<file path="config.mk">
export PLATFORM = sky130hd
export DESIGN_NAME = cache_tag_ctrl
export DESIGN_NICKNAME = d
export VERILOG_FILES = /design/src/rtl/cache_tag_ctrl.sv
export SDC_FILE = /design/constraint.sdc
export NUM_CORES = 1
export LEC_CHECK = 0
export BUFFER_PORTS_ARGS = -buffer_cell sky130_fd_sc_hd__buf_4
export CAP_MARGIN = 20
export CORE_MARGIN = 3
export CORE_UTILIZATION = 50
export DETAILED_ROUTE_END_ITERATION = 16
export PLACE_DENSITY = 0.73
export SYNTH_ARGS = -nofsm -noshare
export SYNTH_HDL_FRONTEND = slang
export SYNTH_SLANG_ARGS = --single-unit
</file>
<file path="constraint.sdc">
create_clock -name CK -period 3.62 [get_ports CK]
set_clock_uncertainty 0.2 [all_clocks]
set_input_delay 0.724 -clock CK [delete_from_list [all_inputs] [get_ports CK]]
set_output_delay 0.724 -clock CK [all_outputs]
set_load 0.1 [all_outputs]
</file>
<file path="src/rtl/cache_tag_ctrl.sv">
// rtl/cache_tag_ctrl.sv - 2-way cache tag-array controller: lookup, fill, invalidate-all
module cache_tag_ctrl #(
  parameter int IDX_W = 5,
  parameter int TAG_W = 22,
  parameter int OFS_W = 5
) (
  input  logic                     CK,
  input  logic                     RST,
  input  logic                     req_valid,
  output logic                     req_ready,
  input  logic [1:0]               req_op,
  input  logic [31:0]              req_addr,
  output logic                     resp_valid,
  output logic                     resp_hit,
  output logic                     resp_way,
  output logic                     resp_victim_way,
  output logic [31:0]              hit_cnt,
  output logic [31:0]              miss_cnt,
  output logic                     tag_CS,
  output logic                     tag_OE,
  output logic [1:0]               tag_WEB,
  output logic [IDX_W-1:0]         tag_A,
  output logic [TAG_W:0]           tag_DI,
  input  logic [2*(TAG_W+1)-1:0]   tag_DO
);

  localparam int NSETS = 1 << IDX_W;

  typedef enum logic [2:0] {S_IDLE, S_RD, S_CMP, S_WR, S_INV, S_NOP} state_t;

  state_t             state_q, state_d;
  logic [TAG_W-1:0]   tag_q, tag_d;
  logic [IDX_W-1:0]   idx_q, idx_d;
  logic [NSETS-1:0]   valid0_q, valid0_d;
  logic [NSETS-1:0]   valid1_q, valid1_d;
  logic [NSETS-1:0]   lru_q, lru_d;
  logic [31:0]        hit_cnt_q, hit_cnt_d;
  logic [31:0]        miss_cnt_q, miss_cnt_d;

  logic [TAG_W:0]     entry0, entry1;
  logic               hit0, hit1, victim;
  // The stored SRAM valid bits and the byte offset carry no information here.
  logic               ignored_bits_unused;

  assign entry0 = tag_DO[TAG_W:0];
  assign entry1 = tag_DO[2*TAG_W+1:TAG_W+1];
  assign ignored_bits_unused = entry0[TAG_W] ^ entry1[TAG_W] ^ (^req_addr[OFS_W-1:0]);

  assign hit_cnt  = hit_cnt_q;
  assign miss_cnt = miss_cnt_q;

  // Next-state, SRAM strobes and response; flop valid bits are authoritative over SRAM.
  always_comb begin
    state_d    = state_q;
    tag_d      = tag_q;
    idx_d      = idx_q;
    valid0_d   = valid0_q;
    valid1_d   = valid1_q;
    lru_d      = lru_q;
    hit_cnt_d  = hit_cnt_q;
    miss_cnt_d = miss_cnt_q;

    req_ready       = 1'b0;
    resp_valid      = 1'b0;
    resp_hit        = 1'b0;
    resp_way        = 1'b0;
    resp_victim_way = 1'b0;
    tag_CS          = 1'b0;
    tag_OE          = 1'b0;
    tag_WEB         = 2'b11;
    tag_A           = '0;
    tag_DI          = '0;

    hit0   = valid0_q[idx_q] && (entry0[TAG_W-1:0] == tag_q);
    hit1   = valid1_q[idx_q] && (entry1[TAG_W-1:0] == tag_q);
    victim = !valid0_q[idx_q] ? 1'b0 : (!valid1_q[idx_q] ? 1'b1 : lru_q[idx_q]);

    case (state_q)
      S_IDLE: begin
        req_ready = 1'b1;
        if (req_valid) begin
          tag_d = req_addr[31 -: TAG_W];
          idx_d = req_addr[OFS_W +: IDX_W];
          case (req_op)
            2'b00:   state_d = S_RD;
            2'b01:   state_d = S_WR;
            2'b10:   state_d = S_INV;
            default: state_d = S_NOP;
          endcase
        end
      end
      S_RD: begin
        tag_CS  = 1'b1;
        tag_OE  = 1'b1;
        tag_A   = idx_q;
        state_d = S_CMP;
      end
      S_CMP: begin
        resp_valid      = 1'b1;
        resp_victim_way = victim;
        resp_hit        = hit0 | hit1;
        resp_way        = hit0 ? 1'b0 : hit1;
        if (hit0 | hit1) begin
          lru_d[idx_q] = ~resp_way;
          if (hit_cnt_q != 32'hFFFF_FFFF) hit_cnt_d = hit_cnt_q + 32'd1;
        end else begin
          if (miss_cnt_q != 32'hFFFF_FFFF) miss_cnt_d = miss_cnt_q + 32'd1;
        end
        state_d = S_IDLE;
      end
      S_WR: begin
        tag_CS          = 1'b1;
        tag_A           = idx_q;
        tag_DI          = {1'b1, tag_q};
        tag_WEB         = victim ? 2'b01 : 2'b10;
        if (victim) valid1_d[idx_q] = 1'b1;
        else        valid0_d[idx_q] = 1'b1;
        lru_d[idx_q]    = ~victim;
        resp_valid      = 1'b1;
        resp_way        = victim;
        resp_victim_way = victim;
        state_d         = S_IDLE;
      end
      S_INV: begin
        valid0_d        = '0;
        valid1_d        = '0;
        lru_d           = '0;
        resp_valid      = 1'b1;
        resp_victim_way = victim;
        state_d         = S_IDLE;
      end
      S_NOP: begin
        resp_valid      = 1'b1;
        resp_victim_way = victim;
        state_d         = S_IDLE;
      end
      default: state_d = S_IDLE;
    endcase

    // A reset cycle drops the command: no response and no SRAM strobe.
    if (RST) begin
      resp_valid      = 1'b0;
      resp_hit        = 1'b0;
      resp_way        = 1'b0;
      resp_victim_way = 1'b0;
      tag_CS          = 1'b0;
      tag_OE          = 1'b0;
      tag_WEB         = 2'b11;
      tag_A           = '0;
      tag_DI          = '0;
    end
  end

  // State, latched request, valid/LRU and counters.
  always_ff @(posedge CK) begin
    if (RST) begin
      state_q    <= S_IDLE;
      tag_q      <= '0;
      idx_q      <= '0;
      valid0_q   <= '0;
      valid1_q   <= '0;
      lru_q      <= '0;
      hit_cnt_q  <= '0;
      miss_cnt_q <= '0;
    end else begin
      state_q    <= state_d;
      tag_q      <= tag_d;
      idx_q      <= idx_d;
      valid0_q   <= valid0_d;
      valid1_q   <= valid1_d;
      lru_q      <= lru_d;
      hit_cnt_q  <= hit_cnt_d;
      miss_cnt_q <= miss_cnt_d;
    end
  end

endmodule

</file>
### After elaboration in Yosys (flattened, before gate mapping)

Cells that the tools add are included.

| storage, ports and cells | value |
|---|---|
| output and inout port bits | 101 |
| input bits | 83 |
| logic and storage cells | 90 |
| bits in registers | 190 |

| cells by class | value |
|---|---|
| muxes and demuxes | 42 |
| reduce and logical (&&, ||, !) cells | 15 |
| bitwise operators | 6 |
| add/sub/neg operators | 2 |
| $lt $le $gt $ge | 2 |
| eq/ne operators | 15 |

Operator list:

| cell | count |
|---|---|
| 32-bit one-hot mux with 2 select lines | 2 |
| 32-bit 2-to-1 mux | 3 |
| 32-bit one-hot mux with 3 select lines | 1 |
| 32-bit by 1-bit adder with 32-bit output, second input constant | 2 |
| 32-bit bitwise mux | 2 |
| 32-bit != test, second input constant | 2 |
| 32-bit bitwise OR | 2 |
| 23-bit 2-to-1 mux | 2 |
| 22-bit == test | 2 |
| 1-bit 2-to-1 mux | 19 |
| 1-bit binary-select mux with 5-bit select | 3 |
| 5-bit 2-to-1 mux | 2 |
| 3-bit one-hot mux with 3 select lines | 1 |
| 2-bit != test, second input constant | 4 |
| 2-bit AND reduction | 4 |
| 3-bit by 2-bit == test with 1-bit output, second input constant | 2 |
| 3-bit == test, second input constant | 2 |
| 5-bit by 6-bit less-than comparator with 1-bit output, second input constant | 1 |
| 2-bit 2-to-1 mux | 3 |
| 3-bit one-hot mux with 2 select lines | 1 |
| 3-bit AND reduction | 2 |
| 1-bit demux with 5-bit select | 1 |
| 5-bit by 1-bit greater-or-equal comparator with 1-bit output, second input constant | 1 |
| 4-bit OR reduction | 1 |
| 13 further kinds | 17 |

### Longest topological paths before layout

| logic depth | value |
|---|---|
| depth after elaboration | 8 |
| mapped depth | 12 |

### Worst setup path before layout

OpenSTA, ideal clock, no wires.

| path | value |
|---|---|
| path type | flip-flop to output port |
| from | reg idx_q[1] |
| to | out resp_victim_way |
| slack | -1.575 ns |
| data arrival time | 4.271 ns |
| path buffers | 4 |
| required time | 2.696 ns |
| cell stages (with the launch flop) | 11 |
| path through | dfxtp_1 buf_2 buf_2 mux2i_1 o22ai_1 nor4_2 nand2_1 a21o_1 buf_2 clkbuf_1 nor3_1 |

| on the way | value |
|---|---|
| cells in the longest elaborated chain, start to end | 6 |

RTL lines:

| what | line | RTL |
|---|---|---|
| from (decl) | 33 | `logic [IDX_W-1:0] idx_q, idx_d;` |
| from (signal assigned) | 168 | `idx_q <= idx_d;` |
| 1-bit binary-select mux with 5-bit select | 76 | `victim = !valid0_q[idx_q] ? 1'b0 : (!valid1_q[idx_q] ? 1'b1 : lru_q[idx_q]);` |
| 1-bit 2-to-1 mux (not written as such) | 76 |  |
| 1-bit 2-to-1 mux | 76 |  |
| 1-bit 2-to-1 mux * | 76 |  |
| 1-bit 2-to-1 mux * | 78 | `case (state_q)` |
| 1-bit 2-to-1 mux * | 141 | `if (RST) begin` |
| to (decl) | 16 | `output logic resp_victim_way,` |

Every way passes the cells marked *; elsewhere a longest branch is shown, timed or not. The select of a mux whose other input is x is not followed.

### Worst setup path in the final report

| path | value |
|---|---|
| from | reg idx_q[0] |
| to | out resp_way |

| on the way | value |
|---|---|
| cells in the longest elaborated chain, start to end | 6 |

RTL lines:

| what | line | RTL |
|---|---|---|
| 1-bit binary-select mux with 5-bit select, on equally long branches | 76, 74, 75 |  |
| 1-bit 2-to-1 mux, on equally long branches | 76, 74, 75 |  |
| 1-bit 2-to-1 mux, or another cell as far along | 76 |  |
| 1-bit 2-to-1 mux, on equally long branches | 76, 102 |  |
| 1-bit one-hot mux with 2 select lines * | 78 |  |
| 1-bit 2-to-1 mux * | 141 |  |
| to (decl) | 15 | `output logic resp_way,` |

Marks and branches as above.

==> results.tsv <==
stage	metric	value	unit
outcome	status	finished with violations	
outcome	violations	setup timing	
floorplan	dieArea	21200	sq um
place	dpl-instance-area	11500	sq um
clock_network	clk_pin_slew	0.07	ns
drt	wl_per_cell	18.8	um
drt	drcViolationCount	0	
finish	multiInputGateArea	5820	sq um
logic_synthesis	synth_top_flop_cell	dfxtp_1	
timing	slew_viol_final	0	
logic_synthesis	synth.area.top_cells	dfxtp_1, a21oi_1, nor2_1	
global_route	grt_max_degree	77	
logic_synthesis	netlist.area_leader.share	39.0	%
min_path	hold_path_class	flip-flop to flip-flop	
power_and_ir_drop	power.internal	3.50	mW
power_and_ir_drop	vdd_drop_max	0.000367	V
finish	syn2layout_area_growth	30.6	%
place	placed_cells	1581	
power_and_ir_drop	p_leak	4.81	nW
place	dpl.hpwl	21200	um
finish	fillers	1585	
finish	seqCellArea	3820	sq um
clock_network	cts-root-buf	clkbuf_16	
floorplan	start_util	51.6	%
power_and_ir_drop	netSwitchingFraction	24.9	%
timing	max_slew_margin	36.6	%
flow_run	maxCapViolCount	0	
clock_network	postCtsHoldBufs	0	
power_and_ir_drop	p_total	4.66	mW
finish	layout_common_cells	buf_4, dfxtp_1, nor2_1	
floorplan	coreArea	18900	sq um
logic_synthesis	synth_seq_cells	190	
place	gp_congestion	0.915	
setup_path	start_kind	flip-flop	
floorplan	fp-row-count	50	
global_route	grt_usage	27.4	%
drt	vias	9801	
drt	drtIter0Drc	898	
drt	viasPerCell	5.99	
timing	hold_viol	0	
power_and_ir_drop	power.density	366	nW/um^2
finish	nNetsFinal	1449	
clock_network	insertion_delay	0.44	ns
drt	routed_wl	30800	um
clock_network	cts_tree	done	
setup_path	worst-setup-path-type	flip-flop to output pin	
logic_synthesis	synthCells	1190	
global_route	grt_pass1_wl	47800	um
finish	stdcell_area	12700	sq um
power_and_ir_drop	combPwrFrac	11.1	%
power_and_ir_drop	clockPowerShare	42.6	%
setup_path	critPathCaptureType	output pin	
logic_synthesis	synthArstFlopShare	0	%
floorplan	io_pins	184	
timing	setup_viol	5	
finish	final_cells	1637	
clock_network	cts_made_buffers	17	
logic_synthesis	synthesis.area	9740	sq um
floorplan	fp.dieH	146	um
setup_path	worstPathArrival	2.88	ns
timing	fmax	0.263	GHz
drt	ant_nets	0	
setup_path	cp.required	2.70	ns
drt	dr.pass1.iters	5	
logic_synthesis	synth_nets	1275	
global_route	overflow	0	
timing	final.period_utilization	105	%
logic_synthesis	ys_seq_area_share	39.0	%
timing	layout_min_cycle_time	3.81	ns
clock_network	cts_buffer_depth	2	
timing	worst_pin_slew	0.951	ns
global_route	antenna_found_initial	1	
logic_synthesis	avgSynthCellArea	8.19	sq um
clock_network	cts_max_level	4	
timing	hold_ws	0.269	ns
power_and_ir_drop	seq_power_share	46.3	%
logic_synthesis	synth_top_area_cell	dfxtp_1	
floorplan	die_w	146	um
global_route	grt_pass1_vias	9035	
timing	grt_setup_unrepaired	yes	
clock_network	clock_sinks	190	
logic_synthesis	ys_warn_count	0	
logic_synthesis	synth-edff-count	0	
finish	drive_gt1_share	26.3	%
power_and_ir_drop	power_switching	1.16	mW
finish	final_common_cell	buf_4	
timing	timing.final.ws_setup	-0.185	ns
setup_path	path_max_fanout	6	
logic_synthesis	synthDistinctLibCells	59	
place	port_buffers	176	
-- kinds of logic after synthesis --
family | synth area share [%]
XOR/XNOR | 3.96
flip-flops | 39.0
buffers and inverters | 4.51
AO/OA/AOI/OAI | 18.9
AND/OR/NAND/NOR | 25.5
adder cells (fa/ha/maj) | 0.257
multiplexers | 7.81
-- metal layers --
metal  global-route usage [%]  routed length [um]  up-vias
met5                        0                   0        -
met4                     9.92                 853        0
met3                     5.08                2080       53
met2                     45.7               14800      416
met1                     35.7               13000     4656
li1                         -                   -     4676
-- synthesized netlist by cell type, types with 2 or more instances --
| cell type | n |
|---|---|
| nand4b_1 | 4 |
| nor2_1 | 136 |
| and2_1 | 33 |
| ha_1 | 2 |
| or4_1 | 27 |
| nor4_1 | 21 |
| or4b_1 | 5 |
| nor4_2 | 5 |
| nand3_1 | 31 |
| o21ai_1 | 2 |
| o31ai_1 | 51 |
| buf_1 | 3 |
| mux2_2 | 15 |
| and3_1 | 12 |
| o311ai_1 | 5 |
| nor2b_1 | 28 |
| a211o_1 | 2 |
| nand2b_1 | 7 |
| dfxtp_1 | 190 |
| o41ai_1 | 9 |
| mux2i_1 | 49 |
| nor3_1 | 13 |
| inv_1 | 10 |
| o22ai_1 | 24 |
| mux2_1 | 9 |
| buf_4 | 2 |
| or2_2 | 7 |
| a31oi_1 | 33 |
| nand4_1 | 33 |
| xnor2_1 | 4 |
| xor2_1 | 40 |
| clkbuf_1 | 76 |
| a21oi_1 | 121 |
| nor4b_1 | 2 |
| o21ai_0 | 42 |
| nand2_1 | 85 |
| nand4bb_1 | 5 |
| buf_2 | 15 |
| or3_1 | 10 |
| a211oi_4 | 2 |
| and4_1 | 2 |
-- final timing paths --
path / start / endpoint / slack [ns] / cells after the start
worst max register to register: idx_q[1]$_SDFFE_PP0P_ / miss_cnt[5]$_SDFFE_PP0P_ / 0.09 / 14
worst min register to register: valid1_q[28]$_SDFFE_PP0P_ / valid1_q[28]$_SDFFE_PP0P_ / 0.27 / 2
worst max-delay path: idx_q[0]$_SDFFE_PP0P_ / resp_way / -0.19 / 10
worst min-delay path: valid1_q[28]$_SDFFE_PP0P_ / valid1_q[28]$_SDFFE_PP0P_ / 0.27 / 2
-- layout make-up --
type	instances	share of cell area (%)
inverter	11	0.324
sequential	190	30.0
tap	260	2.56
clock inverter	10	1.29
clock buffer	21	3.54
multi-input combinational	892	45.8
antenna	1	0.0197
timing repair buffer	252	16.5
-- critical path, stage by stage, from the launching register on --
cell	delay [ns]
dfxtp_4	0.39
clkbuf_2	0.20
or4b_4	0.54
o22ai_2	0.25
nor4_4	0.09
buf_4	0.16
a211o_1	0.30
nand3_1	0.08
o21ai_1	0.06
and3_4	0.21
buf_12	0.16
-- power by group through the flow --
stage / Sequential [mW] / Combinational (mW) / Clock [mW]
6_report: 2.16 / 0.515 / 1.99
5_1_grt: 2.16 / 0.553 / 2.09
4_1_cts: 2.15 / 0.485 / 2.00
3_5_place_dp: 2.20 / 0.455 / 0
3_3_place_gp: 2.20 / 0.449 / 0
2_1_floorplan: 2.19 / 0.287 / 0
-- repair_timing --
item                                    CTS  global route
endpoints found under the setup margin    5             7
setup buffers                            15             6
cloned                                    1             2
gates resized for setup                  46            33
pin swaps                                16            14
endpoints found under the hold margin     0             0
-- through the flow --
stage	worst slack [ns]	setup TNS, ns	util [%]
after floorplan	-0.290	-0.290	-
after global placement	0.0847	0	61.0
after detailed placement	0.0246	0	61.0
after CTS	-0.146	-0.513	66.0
after global routing	-0.216	-0.839	67.4
final	-0.185	-0.598	67.4
(Power assumes the default switching activity.)
